**config.mk**
```make
export PLATFORM = sky130hd
export DESIGN_NAME = lm07_spi_sequencer_flat
export DESIGN_NICKNAME = d
export VERILOG_FILES = /design/src/rtl/lm07_pkg.sv /design/src/rtl/lm07_spi_sequencer_if.sv /design/src/rtl/lm07_sck_gen.sv /design/src/rtl/lm07_spi_sequencer.sv /design/src/flat_wrapper.sv
export SDC_FILE = /design/constraint.sdc
export NUM_CORES = 1
export LEC_CHECK = 0
export CAP_MARGIN = 20
export CORE_MARGIN = 2
export CORE_UTILIZATION = 59
export CTS_CLUSTER_DIAMETER = 120
export CTS_CLUSTER_SIZE = 25
export DETAILED_ROUTE_END_ITERATION = 8
export PLACE_DENSITY = 0.81
export SLEW_MARGIN = 20
export SYNTH_ARGS = -nofsm -noshare
export SYNTH_HDL_FRONTEND = slang
export SYNTH_HIERARCHICAL = 1
export SYNTH_SLANG_ARGS = --single-unit
```
**constraint.sdc**
```tcl
create_clock -name clk -period 7.78 [get_ports clk]
set_clock_uncertainty 0.2 [all_clocks]
set_input_delay 0.778 -clock clk [delete_from_list [all_inputs] [get_ports clk]]
set_output_delay 0.778 -clock clk [all_outputs]
set_load 0.005 [all_outputs]
```
**src/rtl/lm07_pkg.sv**
```systemverilog
// Shared types and constants for the LM07/LM70 SPI read sequencer.
package lm07_pkg;

    localparam int unsigned LM07_NBITS = 16;
    localparam int unsigned LM07_MSB_W = 8;

    typedef enum logic [2:0] {
        IDLE,
        SETUP,
        SHIFT,
        HOLD,
        GAP
    } lm07_state_e;

endpackage

```
**src/rtl/lm07_spi_sequencer_if.sv**
```systemverilog
// Host-side request/result bundle of the LM07 sequencer.
interface lm07_spi_sequencer_if import lm07_pkg::*; #(
    parameter int unsigned NBITS = LM07_NBITS
) ();

    logic                  ena;
    logic                  auto_en;
    logic                  start;
    logic                  busy_o;
    logic [NBITS-1:0]      data_o;
    logic [LM07_MSB_W-1:0] msb_o;
    logic                  valid_o;

    modport master (
        output ena, auto_en, start,
        input  busy_o, data_o, msb_o, valid_o
    );

    modport slave (
        input  ena, auto_en, start,
        output busy_o, data_o, msb_o, valid_o
    );

endinterface

```
**src/rtl/lm07_sck_gen.sv**
```systemverilog
// SCK half-period generator: toggles sck every CLK_DIV clk cycles while run is high.
module lm07_sck_gen #(
    parameter int unsigned CLK_DIV = 2
) (
    input  logic clk,
    input  logic rst_n,
    input  logic run,
    input  logic last,
    output logic sck,
    output logic rise_tick,
    output logic fall_tick,
    output logic half_tick
);

    localparam int unsigned CW = (CLK_DIV > 1) ? $clog2(CLK_DIV) : 1;

    logic [CW-1:0] hcnt;

    // Counter idles at its terminal value so the first run cycle produces a rise.
    assign half_tick = run & (hcnt == CW'(CLK_DIV - 1));
    assign rise_tick = half_tick & ~sck & ~last;
    assign fall_tick = half_tick & sck;

    always_ff @(posedge clk or negedge rst_n) begin
        if (!rst_n) begin
            hcnt <= '0;
            sck  <= 1'b0;
        end else if (!run) begin
            hcnt <= CW'(CLK_DIV - 1);
            sck  <= 1'b0;
        end else if (half_tick) begin
            hcnt <= '0;
            if (rise_tick)
                sck <= 1'b1;
            else if (fall_tick)
                sck <= 1'b0;
        end else begin
            hcnt <= hcnt + 1'b1;
        end
    end

endmodule

```
**src/rtl/lm07_spi_sequencer.sv**
```systemverilog
// Master-side LM07/LM70 read sequencer: CS/SCK framing, 16-bit capture, one-shot
// and periodic frame scheduling.
module lm07_spi_sequencer import lm07_pkg::*; #(
    parameter int unsigned CLK_DIV  = 2,
    parameter int unsigned NBITS    = LM07_NBITS,
    parameter int unsigned CS_SETUP = 1,
    parameter int unsigned CS_HOLD  = 1,
    parameter int unsigned CS_GAP   = 4,
    parameter int unsigned PERIOD   = 256
) (
    input  logic                 clk,
    input  logic                 rst_n,
    lm07_spi_sequencer_if.slave  host,
    input  logic                 sio_i,
    output logic                 cs_n_o,
    output logic                 sck_o
);

    localparam int unsigned CYC_MAX = (CS_GAP > CS_SETUP) ?
                                      ((CS_GAP > CS_HOLD) ? CS_GAP : CS_HOLD) :
                                      ((CS_SETUP > CS_HOLD) ? CS_SETUP : CS_HOLD);
    localparam int unsigned CYC_W = $clog2(CYC_MAX + 1);
    localparam int unsigned BIT_W = $clog2(NBITS + 1);
    localparam int unsigned PER_W = $clog2(PERIOD + 1);

    lm07_state_e      state, state_d;
    logic [CYC_W-1:0] cyc_cnt;
    logic [BIT_W-1:0] bit_cnt;
    logic [NBITS-1:0] shift_reg;
    logic [PER_W-1:0] per_cnt;
    logic             pending;

    logic sck, rise_tick, fall_tick, half_tick;
    logic sck_run, bit_done, auto_tick, launch;

    assign bit_done  = (bit_cnt == BIT_W'(NBITS));
    assign auto_tick = host.ena & host.auto_en & (per_cnt == PER_W'(PERIOD - 1));
    assign launch    = (state == IDLE) & host.ena & (host.start | pending | auto_tick);
    // SCK starts on the edge that leaves SETUP so the first rise lands CS_SETUP cycles after CS falls.
    assign sck_run   = (state == SHIFT) |
                       ((state == SETUP) & (cyc_cnt == CYC_W'(CS_SETUP - 1)));

    lm07_sck_gen #(
        .CLK_DIV (CLK_DIV)
    ) u_sck_gen (
        .clk       (clk),
        .rst_n     (rst_n),
        .run       (sck_run),
        .last      (bit_done),
        .sck       (sck),
        .rise_tick (rise_tick),
        .fall_tick (fall_tick),
        .half_tick (half_tick)
    );

    assign sck_o       = sck;
    assign host.msb_o  = host.data_o[NBITS-1 -: LM07_MSB_W];

    always_ff @(posedge clk or negedge rst_n) begin
        if (!rst_n)
            state <= IDLE;
        else
            state <= state_d;
    end

    always_comb begin
        state_d = state;
        unique case (state)
            IDLE:  if (launch) state_d = SETUP;
            SETUP: if (cyc_cnt == CYC_W'(CS_SETUP - 1)) state_d = SHIFT;
            SHIFT: if (bit_done && half_tick && !sck) state_d = HOLD;
            HOLD:  if (cyc_cnt == CYC_W'(CS_HOLD - 1)) state_d = GAP;
            GAP:   if (cyc_cnt == CYC_W'(CS_GAP - 1)) state_d = IDLE;
            default: state_d = IDLE;
        endcase
    end

    always_ff @(posedge clk or negedge rst_n) begin
        if (!rst_n) begin
            cyc_cnt   <= '0;
            bit_cnt   <= '0;
            shift_reg <= '0;
        end else begin
            if (state_d != state)
                cyc_cnt <= '0;
            else if (state inside {SETUP, HOLD, GAP})
                cyc_cnt <= cyc_cnt + 1'b1;

            if (launch)
                bit_cnt <= '0;
            else if (rise_tick)
                bit_cnt <= bit_cnt + 1'b1;

            // Sample on the edge that drops SCK; the sensor has not shifted yet.
            if (fall_tick)
                shift_reg <= {shift_reg[NBITS-2:0], sio_i};
        end
    end

    // Period counter: preloaded while auto is off so enabling auto reads immediately.
    always_ff @(posedge clk or negedge rst_n) begin
        if (!rst_n) begin
            per_cnt <= '0;
            pending <= 1'b0;
        end else if (host.ena) begin
            if (!host.auto_en)
                per_cnt <= PER_W'(PERIOD - 1);
            else if (launch || auto_tick)
                per_cnt <= '0;
            else
                per_cnt <= per_cnt + 1'b1;

            if (launch)
                pending <= 1'b0;
            else if ((host.start || auto_tick) && (state != IDLE))
                pending <= 1'b1;
        end
    end

    always_ff @(posedge clk or negedge rst_n) begin
        if (!rst_n) begin
            cs_n_o       <= 1'b1;
            host.busy_o  <= 1'b0;
            host.valid_o <= 1'b0;
            host.data_o  <= '0;
        end else begin
            cs_n_o       <= !(state_d inside {SETUP, SHIFT, HOLD});
            host.busy_o  <= (state_d != IDLE);
            host.valid_o <= (state == HOLD) && (state_d == GAP);
            if ((state == HOLD) && (state_d == GAP))
                host.data_o <= shift_reg;
        end
    end

endmodule

```
**src/flat_wrapper.sv**
```systemverilog
// flat-port wrapper written by rule: the top's interface ports become plain ports
module lm07_spi_sequencer_flat import lm07_pkg::*;
#(
    parameter int unsigned CLK_DIV  = 2,
    parameter int unsigned NBITS    = LM07_NBITS,
    parameter int unsigned CS_SETUP = 1,
    parameter int unsigned CS_HOLD  = 1,
    parameter int unsigned CS_GAP   = 4,
    parameter int unsigned PERIOD   = 256
)
  (clk, rst_n, sio_i, cs_n_o, sck_o, host_ena, host_auto_en, host_start, host_busy_o, host_data_o, host_msb_o, host_valid_o);
  lm07_spi_sequencer_if #(.NBITS(NBITS)) host_i ();
  input  logic clk;
  input  logic rst_n;
  input  logic sio_i;
  output logic cs_n_o;
  output logic sck_o;
  input wire logic [$bits(host_i.ena)-1:0] host_ena;
  input wire logic [$bits(host_i.auto_en)-1:0] host_auto_en;
  input wire logic [$bits(host_i.start)-1:0] host_start;
  output wire logic [$bits(host_i.busy_o)-1:0] host_busy_o;
  output wire logic [$bits(host_i.data_o)-1:0] host_data_o;
  output wire logic [$bits(host_i.msb_o)-1:0] host_msb_o;
  output wire logic [$bits(host_i.valid_o)-1:0] host_valid_o;
  assign host_i.ena = host_ena;
  assign host_i.auto_en = host_auto_en;
  assign host_i.start = host_start;
  assign host_busy_o = host_i.busy_o;
  assign host_data_o = host_i.data_o;
  assign host_msb_o = host_i.msb_o;
  assign host_valid_o = host_i.valid_o;
  lm07_spi_sequencer #(.CLK_DIV(CLK_DIV), .NBITS(NBITS), .CS_SETUP(CS_SETUP), .CS_HOLD(CS_HOLD), .CS_GAP(CS_GAP), .PERIOD(PERIOD)) u_core (.clk(clk), .rst_n(rst_n), .host(host_i), .sio_i(sio_i), .cs_n_o(cs_n_o), .sck_o(sck_o));
endmodule
```
==> impl_metrics.json <==
{
  "synthFlopType": "dfrtp_1",
  "required_ns": 7.78,
  "rrSetupSlack_ns": 4.85,
  "finalWeightedCongestion": 0.862,
  "worstPathArrival_ns": 2.93,
  "cts-root-buf": "clkbuf_8",
  "max_freq_mhz": 341,
  "initial_core_util_pct": 61.2,
  "post_cts_buffers": 0,
  "crit_start": "u_core/cyc_cnt[0]",
  "grt_pass1_vias": 1682,
  "num_vias": 1719,
  "holdPathStages": 1,
  "postRouteAntennaNets": 0,
  "rows": 24,
  "finalSetupViolCount": 0,
  "avgViaCountPerCell": 5.69,
  "hold_violations": 0,
  "cp_max_fo": 5,
  "p_leak_nw": 1.48,
  "fin_crit_ns": 2.93,
  "n_fill_cell": 318,
  "port-buffer-count": 33,
  "nNetsFinal": 260,
  "cts_resized": 0,
  "whs_endpoint": "u_core/pending",
  "holdCritStartpoint": "u_core/pending",
  "num_antenna_cells": 0,
  "pre_cts_slack_ns": 4.62,
  "area_growth_pct": 17.9,
  "synth_nets": 232,
  "clock_path_buffers": 2,
  "worstSetupPathType": "reg -> reg",
  "clock-sinks": 58,
  "fin_setup_tns_ns": 0,
  "dieArea_um2": 5070,
  "yosys_warnings": 6,
  "tightest_slew_ns": 0.860,
  "cts_max_level": 3,
  "antenna_found_initial": 0,
  "hpwl_um": 2970,
  "setup_slack_ns": 4.85,
  "maxCapViolations": 0,
  "dr.first_iter.drc_count": 124,
  "dieWidth_um": 71.2,
  "cellPowerDensity_nw_per_um2": 332,
  "post-route-period-util_pct": 37.7,
  "place_area_um2": 2950,
  "cts_buffers": 9,
  "synth_edf_count": 0,
  "seq_area_frac_synth_pct": 54.5,
  "wirelength_um": 4370,
  "yosysUniqueCellTypes": 45,
  "status": "finished clean",
  "drive_gt1_share_pct": 22.8,
  "rsz0062_at_grt": "no",
  "avgSynthCellArea_um2": 12.2,
  "cts_hold_buf": 0,
  "grt_usage_pct": 20.3,
  "grt_overflow": 0,
  "peakVddDrop_mv": 0.249,
  "final_cell_area_um2": 3140,
  "crit_path_end_kind": "flop",
  "ys_ff_latch": 58,
  "ioPinCount": 34,
  "slew_headroom_pct": 42.5,
  "path_clk_slew_ns": 0.06,
  "r2r-start": "u_core/cyc_cnt[0]",
  "synthArstFlopShare_pct": 100,
  "reg2reg_to": "u_core/bit_cnt[4]",
  "core_area_um2": 4350,
  "seqCellArea_um2": 1450,
  "dr.pass1.iters": 4,
  "wl_per_cell_um": 14.5,
  "multi_input_area_um2": 1060,
  "hold_class": "reg -> reg",
  "syn_inst": 219,
  "tritoncts": "yes",
  "syn_area_um2": 2660,
  "insertion_delay_ns": 0.33,
  "worstSetupStartpointType": "flop",
  "grt_pass1_wl_um": 7780,
  "grt_max_degree": 59,
  "drc": 0,
  "chipHeight_um": 71.2,
  "maxSlewViolCount": 0,
  "reg2reg_depth": 11
}
worst max-delay path: stages (launching register included):
cell and delay [ns]:
dfrtp_1 0.40, inv_1 0.08, ha_1 0.13, nor2b_1 0.27, nand2_1 0.11, or2_2 0.29
a21oi_1 0.27, nand2_2 0.13, nor3_1 0.51, nand4_1 0.19, xor2_1 0.15, nor2_1 0.05
cells in the final DEF, fill, tap and decap left out, drive strengths merged, types with 2 or more instances in the layout:
cell type / n
buf: 2
clkdlybuf4s50: 32
nand4: 3
nand3b: 3
inv: 10
o41ai: 2
o31ai: 5
mux2: 32
clkinv: 2
nor2b: 3
nand2b: 2
a21oi: 5
nor4bb: 2
xor2: 3
nor2: 13
dfrtp: 57
o21ai: 9
a22o: 6
mux2i: 2
a21o: 2
and3: 4
nand3: 6
clkbuf: 11
nand2: 12
ha: 7
o22a: 2
power breakdown:
part	internal (mW)	switching [mW]	leakage, nW	total [mW]
sequential	0.386	0.0724	0.750	0.458
clock	0.160	0.106	0.101	0.266
combinational	0.168	0.153	0.627	0.320
total	0.714	0.331	1.48	1.04
metrics by stage:
step / hold WS [ns] / util (%) / instances / total power, mW
after CTS: 0.298 / 72.2 / 302 / 1.06
after global routing: 0.310 / 72.2 / 302 / 1.12
after global placement: 0.277 / 67.8 / 288 / 0.772
after detailed placement: 0.285 / 67.8 / 288 / 0.785
after floorplan: 0.262 / - / 219 / 0.688
final: 0.296 / 72.2 / 302 / 1.04
synthesized netlist by cell type, types with 3 or more instances:
master | instances | share of area (%)
a21oi_1 | 4 | 0.75
inv_1 | 10 | 1.4
o31ai_1 | 4 | 1.1
dfrtp_1 | 57 | 54
mux2_2 | 32 | 14
a22o_1 | 6 | 2.0
buf_4 | 8 | 2.3
ha_1 | 7 | 3.3
o21ai_0 | 5 | 0.94
nand3_1 | 6 | 1.1
nor2b_1 | 3 | 0.70
nor2_1 | 13 | 1.8
nand2_1 | 11 | 1.6
and3_1 | 3 | 0.70
nand3b_1 | 3 | 0.85
nand4_1 | 3 | 0.70
xor2_1 | 3 | 0.99
clkbuf_1 | 5 | 0.70
logic make-up after synthesis:
kind of cell	synth area share [%]
xor gates and xnor gates	1.32
AOI/OAI and AO/OA	10.9
buffers and inverters	5.59
adders and majority gates	3.29
DFF	54.5
muxes	14.3
and+or+nand+nor	10.1
per-layer routing:
| metal | vias to the layer above | global-route usage [%] | part of all wire [%] |
|---|---|---|---|
| met2 | 28 | 30.1 | 50 |
| met5 | - | 0 | 0 |
| met4 | 0 | 11.7 | 1.6 |
| met3 | 8 | 5.98 | 3.8 |
| li1 | 826 | - | - |
| met1 | 857 | 26.6 | 45 |
area by class of cell:
cell class / instances / share of cell area (%)
Clock buffer: 11 / 4.82
Clock inverter: 3 / 1.27
Inverter: 10 / 1.19
Multi-Input combinational cell: 134 / 33.8
Sequential cell: 58 / 46.2
Tap cell: 52 / 2.07
Timing Repair Buffer: 34 / 10.6
worst max-delay path by stage:
stage | cells after the start | to | slack, ns
global route | 11 | u_core/bit_cnt[4] | 4.65
floorplan | 10 | u_core/shift_reg[10] | 4.94
detailed placement | 5 | u_core/per_cnt[5] | 4.62
CTS | 11 | u_core/bit_cnt[4] | 4.87
global placement | 5 | u_core/per_cnt[5] | 4.66
finish | 11 | u_core/bit_cnt[4] | 4.85
No activity file was read; power rests on OpenSTA's default activity.
